`src/rtl/crossbar_pkg.sv`:
```
// crossbar_pkg: shared sizes, FSM states and helpers for the crossbar scheduler
package crossbar_pkg;
    localparam int CPU_N  = 4;
    localparam int MM_N   = 4;
    localparam int IDX_W  = 2;
    localparam int DATA_W = 8;

    typedef enum logic [1:0] {
        IDLE    = 2'd0,
        ARB     = 2'd1,
        GRANT   = 2'd2,
        RELEASE = 2'd3
    } state_t;

    function automatic logic [CPU_N-1:0] onehot(input logic [IDX_W-1:0] idx);
        return CPU_N'(1) << idx;
    endfunction
endpackage

```
`src/rtl/rr_arbiter.sv`:
```
// rr_arbiter: circular priority search for the first set request starting at ptr
module rr_arbiter
    import crossbar_pkg::*;
(
    input  logic [CPU_N-1:0] req,
    input  logic [IDX_W-1:0] ptr,
    output logic [IDX_W-1:0] winner,
    output logic             found
);
    assign found = |req;

    // scan from farthest to nearest so the request closest to ptr wins
    always_comb begin
        winner = '0;
        for (int i = CPU_N - 1; i >= 0; i--)
            if (req[ptr + IDX_W'(i)]) winner = ptr + IDX_W'(i);
    end
endmodule

```
`src/rtl/crossbar_scheduler.sv`:
```
// crossbar_scheduler: round-robin CPU-to-memory path scheduler with registered crossbar controls
module crossbar_scheduler
    import crossbar_pkg::*;
#(
    parameter int HOLD = 4
) (
    input  logic       clk,
    input  logic       rst_n,
    input  logic [3:0] req,
    input  logic [1:0] req_mm_0,
    input  logic [1:0] req_mm_1,
    input  logic [1:0] req_mm_2,
    input  logic [1:0] req_mm_3,
    output logic [1:0] scheduler,
    output logic [1:0] select_0,
    output logic [1:0] select_1,
    output logic [1:0] select_2,
    output logic [1:0] select_3,
    output logic [3:0] grant,
    output logic       valid
);
    state_t           state_q, state_d;
    logic [IDX_W-1:0] ptr_q, ptr_d, win_q, win_d, mm_q, mm_d, sched_q, sched_d;
    logic [3:0]       cnt_q, cnt_d;
    logic [IDX_W-1:0] sel_q [MM_N];
    logic [IDX_W-1:0] sel_d [MM_N];
    logic [CPU_N-1:0] grant_q, grant_d;
    logic             valid_q, valid_d;
    logic [IDX_W-1:0] arb_win;
    logic             arb_found;
    logic [IDX_W-1:0] mm_in [CPU_N];

    assign mm_in[0] = req_mm_0;
    assign mm_in[1] = req_mm_1;
    assign mm_in[2] = req_mm_2;
    assign mm_in[3] = req_mm_3;

    rr_arbiter u_arb (
        .req    (req),
        .ptr    (ptr_q),
        .winner (arb_win),
        .found  (arb_found)
    );

    // FSM: arbitrate, latch winner and target, hold the path, then advance the pointer
    always_comb begin
        state_d = state_q;
        ptr_d   = ptr_q;
        win_d   = win_q;
        mm_d    = mm_q;
        cnt_d   = cnt_q;
        case (state_q)
            IDLE: state_d = (req != '0) ? ARB : IDLE;
            ARB: begin
                if (arb_found) begin
                    win_d   = arb_win;
                    mm_d    = mm_in[arb_win];
                    cnt_d   = '0;
                    state_d = GRANT;
                end else begin
                    state_d = IDLE;
                end
            end
            GRANT: begin
                cnt_d = cnt_q + 4'd1;
                if (cnt_q == 4'(HOLD - 1) || !req[win_q]) state_d = RELEASE;
            end
            RELEASE: begin
                ptr_d   = win_q + 1'b1;
                state_d = (req != '0) ? ARB : IDLE;
            end
            default: state_d = IDLE;
        endcase
    end

    // crossbar controls follow the state one cycle later; scheduler/select hold outside GRANT
    always_comb begin
        valid_d = (state_q == GRANT);
        grant_d = valid_d ? onehot(win_q) : '0;
        sched_d = valid_d ? mm_q : sched_q;
        for (int m = 0; m < MM_N; m++)
            sel_d[m] = valid_d ? ((mm_q == IDX_W'(m)) ? win_q : '0) : sel_q[m];
    end

    // state and output registers, cleared immediately by reset
    always_ff @(posedge clk or negedge rst_n) begin
        if (!rst_n) begin
            state_q <= IDLE;
            ptr_q   <= '0;
            win_q   <= '0;
            mm_q    <= '0;
            cnt_q   <= '0;
            sched_q <= '0;
            grant_q <= '0;
            valid_q <= 1'b0;
            for (int m = 0; m < MM_N; m++) sel_q[m] <= '0;
        end else begin
            state_q <= state_d;
            ptr_q   <= ptr_d;
            win_q   <= win_d;
            mm_q    <= mm_d;
            cnt_q   <= cnt_d;
            sched_q <= sched_d;
            grant_q <= grant_d;
            valid_q <= valid_d;
            for (int m = 0; m < MM_N; m++) sel_q[m] <= sel_d[m];
        end
    end

    assign scheduler = sched_q;
    assign select_0  = sel_q[0];
    assign select_1  = sel_q[1];
    assign select_2  = sel_q[2];
    assign select_3  = sel_q[3];
    assign grant     = grant_q;
    assign valid     = valid_q;
endmodule

```
`config.mk`:
```
export PLATFORM = sky130hd
export DESIGN_NAME = crossbar_scheduler
export DESIGN_NICKNAME = d
export VERILOG_FILES = /design/src/rtl/crossbar_pkg.sv /design/src/rtl/rr_arbiter.sv /design/src/rtl/crossbar_scheduler.sv
export SDC_FILE = /design/constraint.sdc
export NUM_CORES = 1
export LEC_CHECK = 0
export CORE_MARGIN = 10
export CORE_UTILIZATION = 40
export CTS_BUF_LIST = sky130_fd_sc_hd__clkbuf_8
export DETAILED_ROUTE_END_ITERATION = 10
export GPL_TIMING_DRIVEN = 0
export PLACE_DENSITY = 0.63
export SLEW_MARGIN = 20
export SYNTH_ARGS = -nofsm -noshare
export SYNTH_HDL_FRONTEND = slang
export SYNTH_HIERARCHICAL = 1
export SYNTH_SLANG_ARGS = --single-unit
export TNS_END_PERCENT = 10
```
`constraint.sdc`:
```
create_clock -name clk -period 2.75 [get_ports clk]
set_clock_uncertainty 0.2 [all_clocks]
set_input_delay 0.55 -clock clk [delete_from_list [all_inputs] [get_ports clk]]
set_output_delay 0.55 -clock clk [all_outputs]
set_load 0.05 [all_outputs]
```
==> results.cfg, run 1 <==
[grt]
track_usage_pct = 9.45
antenna_found_initial = 0
grt_pass1_vias = 1018
grt_start_max_net_pins = 28
overflow = 0
grt_pass1_wl_um = 4770

[sta]
relSlewSlack_pct = 60.7
period_needed_ns = 2.44
slew_viol_final = 0
hold_slack_ns = 0.0727
grt_setup_unrepaired = false
finalHoldViolCount = 0
finalSetupTns_ns = 0
setup_viol = 0
tightest_slew_ns = 0.590
period_share_pct = 88.8
fmax_ghz = 0.409

[synthesis]
synth_area_per_cell_um2 = 11.3
yosysSeqAreaShare_pct = 50.4
synth_edf_count = 0
syn-num-nets = 142
synth_area_leaders = dfrtp_1, ha_1, mux2_2
yosysMostFrequentCell = dfrtp_1
synth_top_area_share_pct = 50.4
synth_area_um2 = 1340
synth_cell_types = 25
synth_top_area_cell = dfrtp_1
yosysWarnings = 6
synth_cells = 119
ys_ff_latch = 27
ys_top_cells_by_count = dfrtp_1, inv_1, nand2_1
synthArstFlopShare_pct = 100
synthFlopType = dfrtp_1

[critical_path]
crit_required_ns = 2.71
r2r_slack_ns = 0.65
crit_arrival_ns = 2.40
cp-start-kind = primary input
cp_max_fo = 6
critPathKind = in -> reg
crit_path_end_kind = flop

[clock_network]
worstSkewPairLatency_ns = 0.27
cts_tree = yes
ctsHoldBuffers = 0
cts.sinks = 27
cts_resized = 0
cts_root_buf = clkbuf_8
clockBufferDepth = 2
cts_made_buffers = 3
clkTransAtPathRegs_ns = 0.09
htreeDepth = 1
post_cts_buffers = 0

[final_layout]
antenna_cells = 0
drive_above_1_share_pct = 11.3
fill_cells = 293
final_nets = 175
area_delta_synth_final_pct = 28.0
stdcell_area_um2 = 1720

[power_and_ir_drop]
p_leak_nw = 0.759
ir_drop_mv = 0.536
p_seq_share_pct = 36.0
combPwrFrac_pct = 52.9
internal_power_mw = 1.10
switchingPower_mw = 0.875
power.total_mw = 1.97
clkPwrFrac_pct = 11.1
power-per-cell-area_nw_per_um2 = 1150
switching_share_pct = 44.4

[drt]
dr.pass1.iters = 4
drtAntennaViolNets = 0
wl_um = 2730
via_per_inst = 5.02
drc = 0
wl_per_cell_um = 14.0
via_count = 978
drt_iter0_markers = 78

[placed_design]
hpwl_um = 2150
gp_congestion = 0.817
port_buffers = 28
place_area_um2 = 1670

[hold_path]
worst_hold_path_type = in -> async

[floorplan]
core_area_um2 = 3130
io_pins = 29
initial_core_util_pct = 42.8
die_area_um2 = 6070
dieHeight_um = 77.9
fp.dieW_um = 77.9
rows = 20

[run_status]
status = complete, no violations

[run]
drv_cap = 0
==> power by group through the flow <==
stage               Clock (mW)  Sequential [mW]  Combinational [mW]
floorplan                    0            0.957               0.487
global placement             0            0.706                1.04
detailed placement           0            0.719                1.06
CTS                      0.227            0.711                1.06
global route             0.241            0.741                1.15
finish                   0.219            0.709                1.04
==> per-stage QoR <==
stage | setup WS [ns] | utilization [%] | instances
2_1_floorplan | 0.699 | - | 119
3_3_place_gp | 0.0374 | 53.6 | 191
3_5_place_dp | 0.0186 | 53.4 | 191
4_1_cts | 0.313 | 54.8 | 195
5_1_grt | 0.241 | 54.8 | 195
6_report | 0.308 | 54.8 | 195
==> cell usage in the layout, fill, tap and decap left out, types with 2 or more instances in the layout <==
cell type,count
dfrtp_1,27
clkdlybuf4s50_1,27
inv_1,16
nand2_1,10
ha_1,9
mux2_2,7
o22ai_1,6
nand2b_1,5
o21ai_0,5
nor2_1,5
and2_1,4
nand3_1,4
mux2i_1,3
mux4_2,3
clkbuf_8,3
buf_2,2
clkbuf_1,2
a22o_1,2
o32ai_1,2
a21oi_1,2
==> area by class of cell <==
class	count	area (um2)	share of cell area, %
Sequential cell	27	676	39.4
Multi-Input combinational cell	74	596	34.7
Timing Repair Buffer	28	275	16.0
Inverter	15	56.3	3.28
Tap cell	44	55.1	3.21
Clock buffer	3	41.3	2.41
Buffer	3	12.5	0.729
Clock inverter	1	3.75	0.219
==> logic make-up after synthesis <==
group           share of synthesized area, %
compound gates                          10.3
fa+ha+maj                               8.40
buf+inv                                 5.13
flops                                   50.4
mux                                     14.3
simple gates                            11.5
==> metal layers <==
| metal | share of wire [%] | wire length, um | global-route usage, % |
|---|---|---|---|
| met4 | 1.2 | 34 | 4.20 |
| met1 | 46 | 1250 | 11.2 |
| met5 | 0 | 0 | 0 |
| met3 | 5.7 | 155 | 3.23 |
| met2 | 47 | 1290 | 15.2 |
==> path summary, 6_finish.rpt <==
check | startpoint | end | cells after the start
max | req[3] | mm_q[0]$_DFFE_PN0P_ | 5
min | rst_n | select_2[0]$_DFFE_PN0P_ | 1
max reg2reg | ptr_q[1]$_DFFE_PN0N_ | mm_q[0]$_DFFE_PN0P_ | 4
min reg2reg | scheduler[1]$_DFFE_PN0P_ | scheduler[1]$_DFFE_PN0P_ | 1
max in group asynchronous | rst_n | grant[3]$_DFF_PN0_ | 1
min in group clk | scheduler[1]$_DFFE_PN0P_ | scheduler[1]$_DFFE_PN0P_ | 1
==> worst max-delay path: stages <==
cell,delay [ns]
clkdlybuf4s50_1,0.55
mux2i_1,0.12
a211oi_2,0.36
mux4_2,0.55
mux2_2,0.27
Power figures use the tool's default switching activity.
==> run 2: changes to the inputs <==
Settings changed: SKIP_CTS_REPAIR_TIMING set to 1.
==> results of run 2 <==
Same layout as run 1: the final DEF is identical, and so are final timing and power.
==> run 3: changes to the inputs <==
Settings changed: ABC_AREA set to 1, CAP_MARGIN set to 20, PLACE_DENSITY 0.63 to 0.62.
==> run 3 against run 2 <==
Compared with the run above: clock power is 2% higher; die area is 9.5% higher; combinational power grew 30%; worst hold slack worse by 0.0042 ns; via count grew 32%; fmax rose by 7.1%; cell area increased by 11%; non-clock buffer count down 1; largest cell class is now multi-input combinational cells; largest power group unchanged.
==> results.cfg, run 3 <==
[power_and_ir_drop]
power-per-cell-area_nw_per_um2 = 1190
internal_power_mw = 1.11
clkPwrFrac_pct = 9.9
switching_share_pct = 50.7
power.total_mw = 2.25
switchingPower_mw = 1.14
combPwrFrac_pct = 59.7
ir_drop_mv = 0.392
p_leak_nw = 1.00
p_seq_share_pct = 30.4

[sta]
slew_viol_final = 0
relSlewSlack_pct = 61.4
finalHoldViolCount = 0
period_share_pct = 83.0
fmax_ghz = 0.438
finalSetupTns_ns = 0
period_needed_ns = 2.28
grt_setup_unrepaired = false
hold_slack_ns = 0.0685
setup_viol = 0
tightest_slew_ns = 0.579

[critical_path]
rr_startpoint = ptr_q[0]$_DFFE_PN0N_
r2r_slack_ns = 0.75
cp-start-kind = primary input
critPathKind = in -> reg
crit_start = req[3]
endpoint = mm_q[0]$_DFFE_PN0P_
crit_path_end_kind = flop
cp_max_fo = 5
r2r-end = mm_q[0]$_DFFE_PN0P_
crit_arrival_ns = 2.25
crit_required_ns = 2.72
reg2regPathDepth = 15

[drt]
via_per_inst = 4.51
via_count = 1289
dr.pass1.iters = 4
drc = 0
drtAntennaViolNets = 0
wl_per_cell_um = 10.5
wl_um = 2990
drt_iter0_markers = 34

[synthesis]
yosysSeqAreaShare_pct = 44.7
yosysWarnings = 6
synthFlopType = dfrtp_1
synthArstFlopShare_pct = 100
synth_cells = 206
synth_area_leaders = dfrtp_1, nand2_1, ha_1
synth_edf_count = 0
synth_area_um2 = 1510
synth_cell_types = 17
synth_top_area_share_pct = 44.7
ys_ff_latch = 27
ys_top_cells_by_count = nand2_1, dfrtp_1, inv_1
synth_top_area_cell = dfrtp_1
synth_area_per_cell_um2 = 7.34
syn-num-nets = 229
yosysMostFrequentCell = nand2_1

[floorplan]
fp.dieW_um = 81.5
die_area_um2 = 6640
dieHeight_um = 81.5
core_area_um2 = 3660
initial_core_util_pct = 41.3
rows = 22
io_pins = 29

[clock_network]
htreeDepth = 1
cts_made_buffers = 3
worstSkewPairLatency_ns = 0.27
clkTransAtPathRegs_ns = 0.09
cts_root_buf = clkbuf_8
cts.sinks = 27
cts_tree = yes
clockBufferDepth = 2

[final_layout]
fin_util_pct = 51.8
area_delta_synth_final_pct = 25.4
mostFrequentLayoutCell = nand2_1
antenna_cells = 0
fill_cells = 373
final_nets = 262
multi_input_area_um2 = 721
stdcell_count = 286
drive_above_1_share_pct = 5.46
seq_area_um2 = 676
layout_common_cells = nand2_1, dfrtp_1, clkdlybuf4s50_1

[run]
drv_cap = 0

[grt]
track_usage_pct = 9.93
antenna_found_initial = 0
grt_start_max_net_pins = 28
overflow = 0
grt_pass1_wl_um = 5360
grt_pass1_vias = 1260

[run_status]
status = complete, no violations

[placed_design]
place_inst = 282
gp_congestion = 0.828
port_buffers = 28
hpwl_um = 2400

[hold_path]
worst_hold_path_type = in -> async
run 3: changes by cell type in the layout (fill, tap and decap cells not counted), sizes merged, moves of 4 or more:
cell,before,now
o21ai,5,21
nand3,4,18
mux2,8,0
nor2,5,15
o22ai,6,0
inv,16,26
and2,4,0
nand2b,5,0
nand2,10,84
run 3: layer usage:
layer / up-vias / part of all wire, % / GRT usage [%]
li1: 705 / - / -
met2: 25 / 46 / 16.9
met3: 2 / 6.9 / 2.18
met1: 557 / 46 / 12.0
met5: - / 0 / 0
met4: 0 / 1.1 / 3.63
run 3: cell families after synthesis:
group,after synthesis,synth area share [%]
buf+inv,28,7.69
simple gates,118,31.3
fa+ha+maj,9,7.44
flops,27,44.7
compound gates,24,8.93
run 3: per-stage QoR:
step	setup slack, ns	instance area, um2
final	0.469	1900
after global routing	0.236	1900
after CTS	0.454	1900
after detailed placement	0.166	1850
after global placement	0.213	1850
after floorplan	0.937	1510
run 3: final cells by class:
class                      instances  share of cell area [%]
multi-input combinational        151                    38.0
sequential                        27                    35.6
timing repair buffer              28                    14.5
inverter                          26                    5.28
tap                               48                    3.17
clock buffer                       3                    2.18
buffer                             2                   0.858
clock inverter                     1                   0.396
run 3: critical path: stages:
cell and delay, ns:
clkdlybuf4s50_1 0.53, inv_1 0.09, nand2_1 0.07, nand2_1 0.08, nand2_2 0.07, nand2_1 0.06, nand2_1 0.08, nand2_1 0.05
nand2_1 0.05, nand2_1 0.05, inv_1 0.11, inv_1 0.09, o21ai_0 0.17, nand2_1 0.09, nand2_1 0.07, nand2_1 0.05
run 3: power by group through the flow:
stage                     registers, mW  clock network (mW)  logic [mW]
after floorplan                   0.950                   0       0.726
after global placement            0.690                   0        1.35
after detailed placement          0.695                   0        1.36
after CTS                         0.688               0.231        1.36
after global routing              0.714               0.248        1.54
final                             0.685               0.223        1.35
run 3: how the worst min path moves through the flow:
| stage | to | slack, ns | cells past startpoint |
|---|---|---|---|
| 3_3_place_gp | select_1[1]$_DFFE_PN0P_ | 0.27 | 2 |
| 3_5_place_dp | select_2[1]$_DFFE_PN0P_ | 0.27 | 2 |
| 6_report | ptr_q[1]$_DFFE_PN0N_ | 0.07 | 1 |
| 2_1_floorplan | cnt_q[0]$_DFFE_PN0P_ | 0.05 | 0 |
| 4_1_cts | ptr_q[1]$_DFFE_PN0N_ | 0.09 | 1 |
| 5_1_grt | win_q[0]$_DFFE_PN0P_ | 0.11 | 1 |
